**src/rtl/e1_tx_feeder.sv**
```systemverilog
// E1 transmit feeder: serves framer fetch requests from a 4-entry queue of buffer indices.
// Optional E-bit accumulation is compiled in when E1_TX_FEEDER_EBIT_EN is defined.
module e1_tx_feeder (
  input  logic        clk,
  input  logic        rst,
  input  logic        ctrl_enable,
  input  logic        sub_valid,
  input  logic [2:0]  sub_mf,
  output logic        sub_ready,
  output logic        done_valid,
  output logic [2:0]  done_mf,
  output logic        stat_underflow,
  input  logic [3:0]  fr_frame,
  input  logic [4:0]  fr_ts,
  input  logic        fr_mf_first,
  input  logic        fr_mf_last,
  input  logic        fr_req,
  output logic [7:0]  fr_data,
  output logic [1:0]  fr_crc_e,
  output logic        fr_rdy,
  output logic        buf_rd_en,
  output logic [11:0] buf_rd_addr,
  input  logic [7:0]  buf_rd_data,
  input  logic        rx_crc_valid,
  input  logic        rx_crc_err
);

  typedef enum logic {IDLE, ACTIVE} state_t;

  state_t     state_q, state_d;
  logic [2:0] active_mf_q, active_mf_d;
  logic [2:0] q_mem_q [4];
  logic [1:0] head_q, head_d;
  logic [1:0] tail_q, tail_d;
  logic [2:0] count_q, count_d;

  logic       s1_req_q, s1_req_d;
  logic       s1_act_q, s1_act_d;
  logic       s1_last_q, s1_last_d;
  logic [2:0] s1_mf_q, s1_mf_d;

  logic [7:0] fr_data_q, fr_data_d;
  logic       fr_rdy_q, fr_rdy_d;
  logic       done_valid_q, done_valid_d;
  logic [2:0] done_mf_q, done_mf_d;
  logic       stat_underflow_q, stat_underflow_d;

  logic       mf_start, can_pop, pop, push, cur_active;
  logic [2:0] cur_mf;

  assign sub_ready = (count_q != 3'd4);

  // A multiframe start decides activity in the same cycle, so the first read
  // already uses the freshly popped buffer index.
  always_comb begin
    mf_start   = fr_req & fr_mf_first;
    can_pop    = ctrl_enable & (count_q != 3'd0);
    pop        = mf_start & can_pop;
    push       = sub_valid & sub_ready;
    cur_active = mf_start ? can_pop : (state_q == ACTIVE);
    cur_mf     = mf_start ? q_mem_q[head_q] : active_mf_q;
  end

  always_comb begin
    state_d          = state_q;
    active_mf_d      = active_mf_q;
    head_d           = head_q;
    tail_d           = tail_q;
    count_d          = count_q;
    stat_underflow_d = mf_start & ctrl_enable & (count_q == 3'd0);

    if (mf_start) begin
      state_d = can_pop ? ACTIVE : IDLE;
      if (can_pop) active_mf_d = q_mem_q[head_q];
    end

    if (pop)  head_d = head_q + 2'd1;
    if (push) tail_d = tail_q + 2'd1;
    case ({push, pop})
      2'b10:   count_d = count_q + 3'd1;
      2'b01:   count_d = count_q - 3'd1;
      default: count_d = count_q;
    endcase
  end

  always_comb begin
    buf_rd_en   = fr_req & cur_active;
    buf_rd_addr = buf_rd_en ? {cur_mf, fr_frame, fr_ts} : 12'd0;

    s1_req_d  = fr_req;
    s1_act_d  = fr_req & cur_active;
    s1_last_d = fr_req & fr_mf_last & cur_active;
    s1_mf_d   = cur_mf;

    fr_data_d = fr_data_q;
    fr_rdy_d  = fr_rdy_q;
    if (s1_req_q) begin
      fr_data_d = s1_act_q ? buf_rd_data : 8'hFF;
      fr_rdy_d  = s1_act_q;
    end

    done_valid_d = s1_last_q;
    done_mf_d    = s1_last_q ? s1_mf_q : done_mf_q;
  end

  always_ff @(posedge clk or posedge rst) begin
    if (rst) begin
      state_q          <= IDLE;
      active_mf_q      <= 3'd0;
      head_q           <= 2'd0;
      tail_q           <= 2'd0;
      count_q          <= 3'd0;
      s1_req_q         <= 1'b0;
      s1_act_q         <= 1'b0;
      s1_last_q        <= 1'b0;
      s1_mf_q          <= 3'd0;
      fr_data_q        <= 8'hFF;
      fr_rdy_q         <= 1'b0;
      done_valid_q     <= 1'b0;
      done_mf_q        <= 3'd0;
      stat_underflow_q <= 1'b0;
    end else begin
      state_q          <= state_d;
      active_mf_q      <= active_mf_d;
      head_q           <= head_d;
      tail_q           <= tail_d;
      count_q          <= count_d;
      s1_req_q         <= s1_req_d;
      s1_act_q         <= s1_act_d;
      s1_last_q        <= s1_last_d;
      s1_mf_q          <= s1_mf_d;
      fr_data_q        <= fr_data_d;
      fr_rdy_q         <= fr_rdy_d;
      done_valid_q     <= done_valid_d;
      done_mf_q        <= done_mf_d;
      stat_underflow_q <= stat_underflow_d;
    end
  end

  for (genvar gi = 0; gi < 4; gi++) begin : g_queue
    always_ff @(posedge clk or posedge rst) begin
      if (rst)
        q_mem_q[gi] <= 3'd0;
      else if (push && (tail_q == 2'(gi)))
        q_mem_q[gi] <= sub_mf;
    end
  end

  assign fr_data        = fr_data_q;
  assign fr_rdy         = fr_rdy_q;
  assign done_valid     = done_valid_q;
  assign done_mf        = done_mf_q;
  assign stat_underflow = stat_underflow_q;

`ifdef E1_TX_FEEDER_EBIT_EN
  logic [1:0] e_acc_q, e_acc_d;
  logic [1:0] fr_crc_e_q, fr_crc_e_d;

  // A CRC result arriving on the capture cycle belongs to the new multiframe.
  always_comb begin
    e_acc_d    = e_acc_q;
    fr_crc_e_d = fr_crc_e_q;
    if (mf_start) begin
      fr_crc_e_d = e_acc_q;
      e_acc_d    = rx_crc_valid ? {1'b1, ~rx_crc_err} : 2'b11;
    end else if (rx_crc_valid) begin
      e_acc_d    = {e_acc_q[0], ~rx_crc_err};
    end
  end

  always_ff @(posedge clk or posedge rst) begin
    if (rst) begin
      e_acc_q    <= 2'b11;
      fr_crc_e_q <= 2'b11;
    end else begin
      e_acc_q    <= e_acc_d;
      fr_crc_e_q <= fr_crc_e_d;
    end
  end

  assign fr_crc_e = fr_crc_e_q;
`else
  logic ebit_unused;
  assign ebit_unused = rx_crc_valid ^ rx_crc_err;
  assign fr_crc_e    = 2'b11;
`endif

endmodule

```
**config.mk**
```make
export PLATFORM = sky130hd
export DESIGN_NAME = e1_tx_feeder
export DESIGN_NICKNAME = d
export VERILOG_FILES = /design/src/rtl/e1_tx_feeder.sv
export SDC_FILE = /design/constraint.sdc
export NUM_CORES = 1
export LEC_CHECK = 0
export CAP_MARGIN = 5
export CORE_MARGIN = 2
export CORE_UTILIZATION = 40
export DETAILED_ROUTE_END_ITERATION = 10
export PLACE_DENSITY = 0.67
export SYNTH_ARGS = -nofsm -noshare
export SYNTH_HDL_FRONTEND = slang
export SYNTH_SLANG_ARGS = --single-unit
```
**constraint.sdc**
```tcl
create_clock -name clk -period 2.53 [get_ports clk]
set_input_delay 0.759 -clock clk [delete_from_list [all_inputs] [get_ports clk]]
set_output_delay 0.759 -clock clk [all_outputs]
set_load 0.01 [all_outputs]
```
==> out/results.tsv, run 1 <==
metric	value	unit
Seq/Total Area, Yosys	54.9	%
final setup fails	0	
Clk pin slew, worst setup/hold paths	0.08	ns
row count	25	
CP Cell Sequence	dlygate4sd2_1 -> and3_4 -> a21boi_4 -> and3b_1 -> buf_2	
H-tree lvl count	2	
# port buffers	54	
CTS tree	built	
hold_ws	0.419	ns
post-DP HPWL	2980	microns
Slew Viols, Final	0	
Final Cell Area	2760	sq um
critical path startpoint category	input port	
clk_lat worst skew	0.29	ns
Starting Density	41.6	%
WL final	3940	microns
RSZ-0062 raised after global routing	false	
multi-input gate area in the final layout	860	sq um
Max stage delay on crit path	0.24	ns
ANT nets after route	0	
CTS buffer count	5	
Slowest-stage cell, CP	dlygate4sd2_1	
register area	1090	sq um
Logic pwr share	37.5	%
Pleak	1.30	nW
CP bufs+invs	2	
period utilisation layout	97.4	%
most frequent cells in the layout	clkdlybuf4s50_1 (37), dfrtp_1 (35), mux2_2 (18)	
# IOs	59	
instance count of the mapped netlist	147	
f_max	406	MHz
die area	5530	sq um
wire length on met1	1720	microns
Tightest Hold Check Type	reg2reg	
top sig layer	met4	
Post-synth EDFFs	0	
commonest non-fill, non-tap cell in the layout	clkdlybuf4s50_1	
clock skew	0.00472	ns
final hold vios	0	
top post-synthesis cells by area	dfrtp_1 (44%), dfstp_2 (11%), mux2_2 (10%)	
maximum vdd ir drop	0.486	mV
Die X-Extent	74.3	microns
iteration-0 DRC count of the detailed router	41	
setup TNS	0	ns
CP top delay family	simple AND/OR/NAND/NOR gates	
sequential share of power	42.6	%
total number of vias	1331	
max cap viols	0	
Total Routing Usage GR	15.1	%
dominant synthesized flop cell	dfrtp_1	
GP Congestion	0.813	
pin count of the biggest net entering global routing	44	
Routed met3 length	205	microns
fin nets	253	
Clock power frac	19.9	%
Reg2Reg Setup Slack	0.33	ns
fillers	396	
largest area contributor in the netlist	dfrtp_1	
routed length on met2	1970	microns
# DRC	0	
final global-route overflow total	0	
area grow syn2layout	39.4	%
Yosys cell types	36	
WL per Instance	13.8	microns
top cell type's share of synthesized area	44.2	%
fraction of final layout cells sized beyond drive strength 1	38.4	%
Final min period	2.46	ns
switching pwr	0.000758	W
vias per inst	4.65	
Sink Count	43	
Slew HR	64.9	%
drt pass-1 iters	4	
Req. time, crit path	1.77	ns
synth warn	0	
worst-path maximum fanout	6	
synthesized flop and latch total	43	
worst-margin pin slew	0.526	ns
async set or reset register ratio after synthesis	100	%
CORE AREA	4750	sq um
kind of critical path	in2out	
cell internal pwr	0.00180	W
initial antenna violation count	0	
Pwr Density	927	nW/um^2
Sw Share	29.6	%
Chip Height	74.3	microns
# diodes	0	
first-pass GRT wire length	6260	microns
root buffer cell	clkbuf_8	
Post-Syn Area	1980	sq um
Placed Area	2660	sq um
crit end category	output pin	
worst endpoint data arrival time	1.71	ns
vias in the first global route	1334	
CTS Hold Bufs	0	
Clock Path Buffers	2	
Avg Cell Area, Syn	13.5	sq um
status	finished, final reports clean	
-- synth_stat cells, types with 2 or more instances --
master    instances
buf_6             2
a21bo_2           2
buf_4             2
mux4_2            3
nor2_1            2
nand3_2           4
and3b_1           9
xnor2_1           4
nand2_1           8
dfstp_2           8
inv_1             9
xor2_1            2
dfrtp_1          35
nand3_1           4
mux2_2           18
o22a_1            7
ha_1              5
o21ai_0           4
clkbuf_1          2
-- cell families after synthesis --
group                      count (synthesis)  share of synthesized area, %
adders and majority gates                  6                          4.17
buffers and inverters                     17                          4.61
other                                      1                         0.189
and+or+nand+nor                           35                          11.9
AOI/OAI and AO/OA                         16                          6.89
muxes                                     23                          14.7
DFF                                       43                          54.9
xor gates and xnor gates                   6                          2.65
-- power by group through the flow --
stage / Clock, W / Combinational, W / Sequential (W)
floorplan: 0 / 0.000590 / 0.00109
global placement: 0 / 0.000915 / 0.00108
detailed placement: 0 / 0.000956 / 0.00110
CTS: 0.000524 / 0.000970 / 0.00109
global route: 0.000547 / 0.00105 / 0.00112
finish: 0.000510 / 0.000959 / 0.00109
-- registers in the layout, summed over array words and instances (netlist names), 2 cells and up --
signal	flops
s1_mf_q	3
head_q	2
fr_data	8
count_q	3
q_mem_q	12
done_mf	3
active_mf_q	3
tail_q	2
-- cell type report --
type,instances,area share (%)
clock inverter,1,1.09
timing repair buffer,70,21.4
multi-input combinational,89,31.1
inverter,9,1.22
tap,67,3.04
clock buffer,7,2.77
sequential,43,39.3
-- metal layers --
metal / global-route usage (%) / up-vias
met4: 4.76 / 0
met1: 19.4 / 638
met2: 25.4 / 39
li1: - / 649
met5: 0 / -
met3: 3.52 / 5
-- metrics by stage --
step           setup slack (ns)  power [W]  std cells  util, %
3_5_place_dp             -0.659    0.00206        276     56.0
3_3_place_gp             -0.644    0.00200        276     56.0
5_1_grt                 0.00488    0.00272        286     58.1
6_report                 0.0659    0.00256        286     58.1
2_1_floorplan             0.228    0.00168        148        -
4_1_cts                  0.0117    0.00258        286     58.0
-- worst paths after layout --
kind                            startpoint        endpoint  depth (start not counted)
min in group asynchronous              rst  stat_underflow                          3
worst max-delay path                fr_req  buf_rd_addr[7]                          5
max in group asynchronous              rst      fr_data[2]                          3
worst max register to register  count_q[0]      count_q[2]                          9
worst min register to register    s1_act_q      fr_data[5]                          1
worst min-delay path              s1_act_q      fr_data[5]                          1
-- timing repair --
action | 4_1_cts | 5_1_grt
buffers inserted | 1 | 0
cloned | 1 | 0
pin swaps | 3 | 3
setup endpoints to repair | 15 | 10
gates resized for setup | 70 | 4
Power figures use the tool's default switching activity.
==> inputs of run 2 (changes only) <==
- MAX_ROUTING_LAYER: unset -> met4
==> out/results.tsv, run 2 (synthesized netlist as in run 1, its figures left out) <==
metric	value	unit	change
die area	5530	sq um	unchanged
Chip Height	74.3	microns	unchanged
drt pass-1 iters	4		unchanged
CORE AREA	4750	sq um	unchanged
Sw Share	29.6	%	about the same
f_max	406	MHz	about the same
Logic pwr share	37.5	%	about the same
routed length on met2	1960	microns	-0.86%
fin nets	253		unchanged
critical path startpoint category	input port		
area grow syn2layout	39.4	%	unchanged
# DRC	0		unchanged
Slew Viols, Final	0		unchanged
worst-path maximum fanout	6		unchanged
CTS tree	built		
hold_ws	0.419	ns	+0.000171 ns
clk_lat worst skew	0.29	ns	about the same
max cap viols	0		unchanged
pin count of the biggest net entering global routing	44		unchanged
Clock Path Buffers	2		unchanged
top sig layer	met4		
Pwr Density	927	nW/um^2	about the same
setup TNS	0	ns	unchanged
fillers	396		unchanged
Clk pin slew, worst setup/hold paths	0.08	ns	about the same
sequential share of power	42.6	%	about the same
# port buffers	54		unchanged
root buffer cell	clkbuf_8		
crit end category	output pin		
RSZ-0062 raised after global routing	false		
final global-route overflow total	0		unchanged
kind of critical path	in2out		
iteration-0 DRC count of the detailed router	42		+2.4%
H-tree lvl count	2		unchanged
Req. time, crit path	1.77	ns	about the same
final setup fails	0		unchanged
first-pass GRT wire length	6260	microns	unchanged
row count	25		unchanged
Starting Density	41.6	%	unchanged
status	finished, final reports clean		
Clock power frac	19.9	%	about the same
Pleak	1.30	nW	unchanged
period utilisation layout	97.4	%	about the same
worst-margin pin slew	0.517	ns	-0.00899 ns
initial antenna violation count	0		unchanged
switching pwr	0.000757	W	about the same
maximum vdd ir drop	0.484	mV	-0.27%
Slew HR	65.5	%	+0.60 points
Tightest Hold Check Type	reg2reg		
final hold vios	0		unchanged
# IOs	59		unchanged
fraction of final layout cells sized beyond drive strength 1	38.4	%	unchanged
Core Util, Final	58.1	%	unchanged
largest register by flop count	q_mem_q		
WL final	3930	microns	-0.36%
max reg flops	12		unchanged
Slowest-stage cell, CP	dlygate4sd2_1		
cell internal pwr	0.00180	W	about the same
worst endpoint data arrival time	1.71	ns	about the same
# diodes	0		unchanged
post-DP HPWL	2980	microns	unchanged
CTS Hold Bufs	0		unchanged
CP Cell Sequence	dlygate4sd2_1 -> and3_4 -> a21boi_4 -> and3b_1 -> buf_2		
Die X-Extent	74.3	microns	unchanged
total number of vias	1341		+0.75%
WL per Instance	13.7	microns	-0.36%
Final min period	2.47	ns	+0.000998 ns
commonest non-fill, non-tap cell in the layout	clkdlybuf4s50_1		
Total Routing Usage GR	15.5	%	+0.45 points
clock skew	0.00478	ns	+0.0000557 ns
CTS buffer count	5		unchanged
most frequent cells in the layout	clkdlybuf4s50_1 (37), dfrtp_1 (35), mux2_2 (18)		
vias per inst	4.69		+0.75%
vias in the first global route	1329		-0.37%
Placed Area	2660	sq um	unchanged
Routed met3 length	198	microns	-3.4%
Sink Count	43		unchanged
wire length on met1	1730	microns	+0.41%
GP Congestion	0.825		+1.5%
Final Cell Area	2760	sq um	unchanged
ANT nets after route	0		unchanged
Max stage delay on crit path	0.24	ns	about the same
[run 2: cell counts in the layout (fill, tap and decap cells not counted)]
Identical to the previous run, type by type.
[run 2: path summary, 6_finish.rpt]
check / to / depth (start not counted) / slack, ns / from
setup / recovery: buf_rd_addr[7] / 5 / 0.06 / fr_req
hold / removal: fr_data[5] / 1 / 0.42 / s1_act_q
setup reg to reg: count_q[2] / 9 / 0.34 / count_q[0]
hold reg to reg: fr_data[5] / 1 / 0.42 / s1_act_q
max in group asynchronous: fr_data[2] / 3 / 1.26 / rst
min in group asynchronous: stat_underflow / 3 / 0.90 / rst
[run 2: metal layers]
metal / global-route usage (%) / vias to the layer above
met3: 3.52 / 5
li1: - / 648
met2: 25.4 / 35
met5: - / -
met1: 19.3 / 653
met4: 4.76 / 0
[run 2: stage by stage]
stage	cells	total power, W	setup slack (ns)
2_1_floorplan	148	0.00168	0.228
3_3_place_gp	276	0.00200	-0.644
3_5_place_dp	276	0.00206	-0.659
4_1_cts	286	0.00258	0.0117
5_1_grt	286	0.00272	0.00488
6_report	286	0.00256	0.0649
[run 2: power by group through the flow]
stage | Clock, W | Combinational [W] | Sequential [W]
2_1_floorplan | 0 | 0.000590 | 0.00109
3_3_place_gp | 0 | 0.000915 | 0.00108
3_5_place_dp | 0 | 0.000956 | 0.00110
4_1_cts | 0.000524 | 0.000970 | 0.00109
5_1_grt | 0.000547 | 0.00105 | 0.00112
6_report | 0.000509 | 0.000959 | 0.00109
[run 2: worst max-delay path: cells and delay by family]
family,cells,cell delay [ns]
AO/OA/AOI/OAI,1,0.17
buffers and inverters,2,0.38
AND/OR/NAND/NOR,2,0.39
[run 2: repair_timing]
action | 4_1_cts | 5_1_grt
pin swaps | 3 | 3
setup endpoints to repair | 15 | 10
cloned | 1 | 0
resized for setup | 70 | 4
setup buffers | 1 | 0
[run 2: final cells by class]
| class | count | area (sq um) | area share [%] |
|---|---|---|---|
| tap | 67 | 83.8 | 3.04 |
| timing repair buffer | 70 | 591 | 21.4 |
| multi-input combinational | 89 | 860 | 31.1 |
| sequential | 43 | 1090 | 39.3 |
| inverter | 9 | 33.8 | 1.22 |
| clock buffer | 7 | 76.3 | 2.77 |
| clock inverter | 1 | 30.0 | 1.09 |
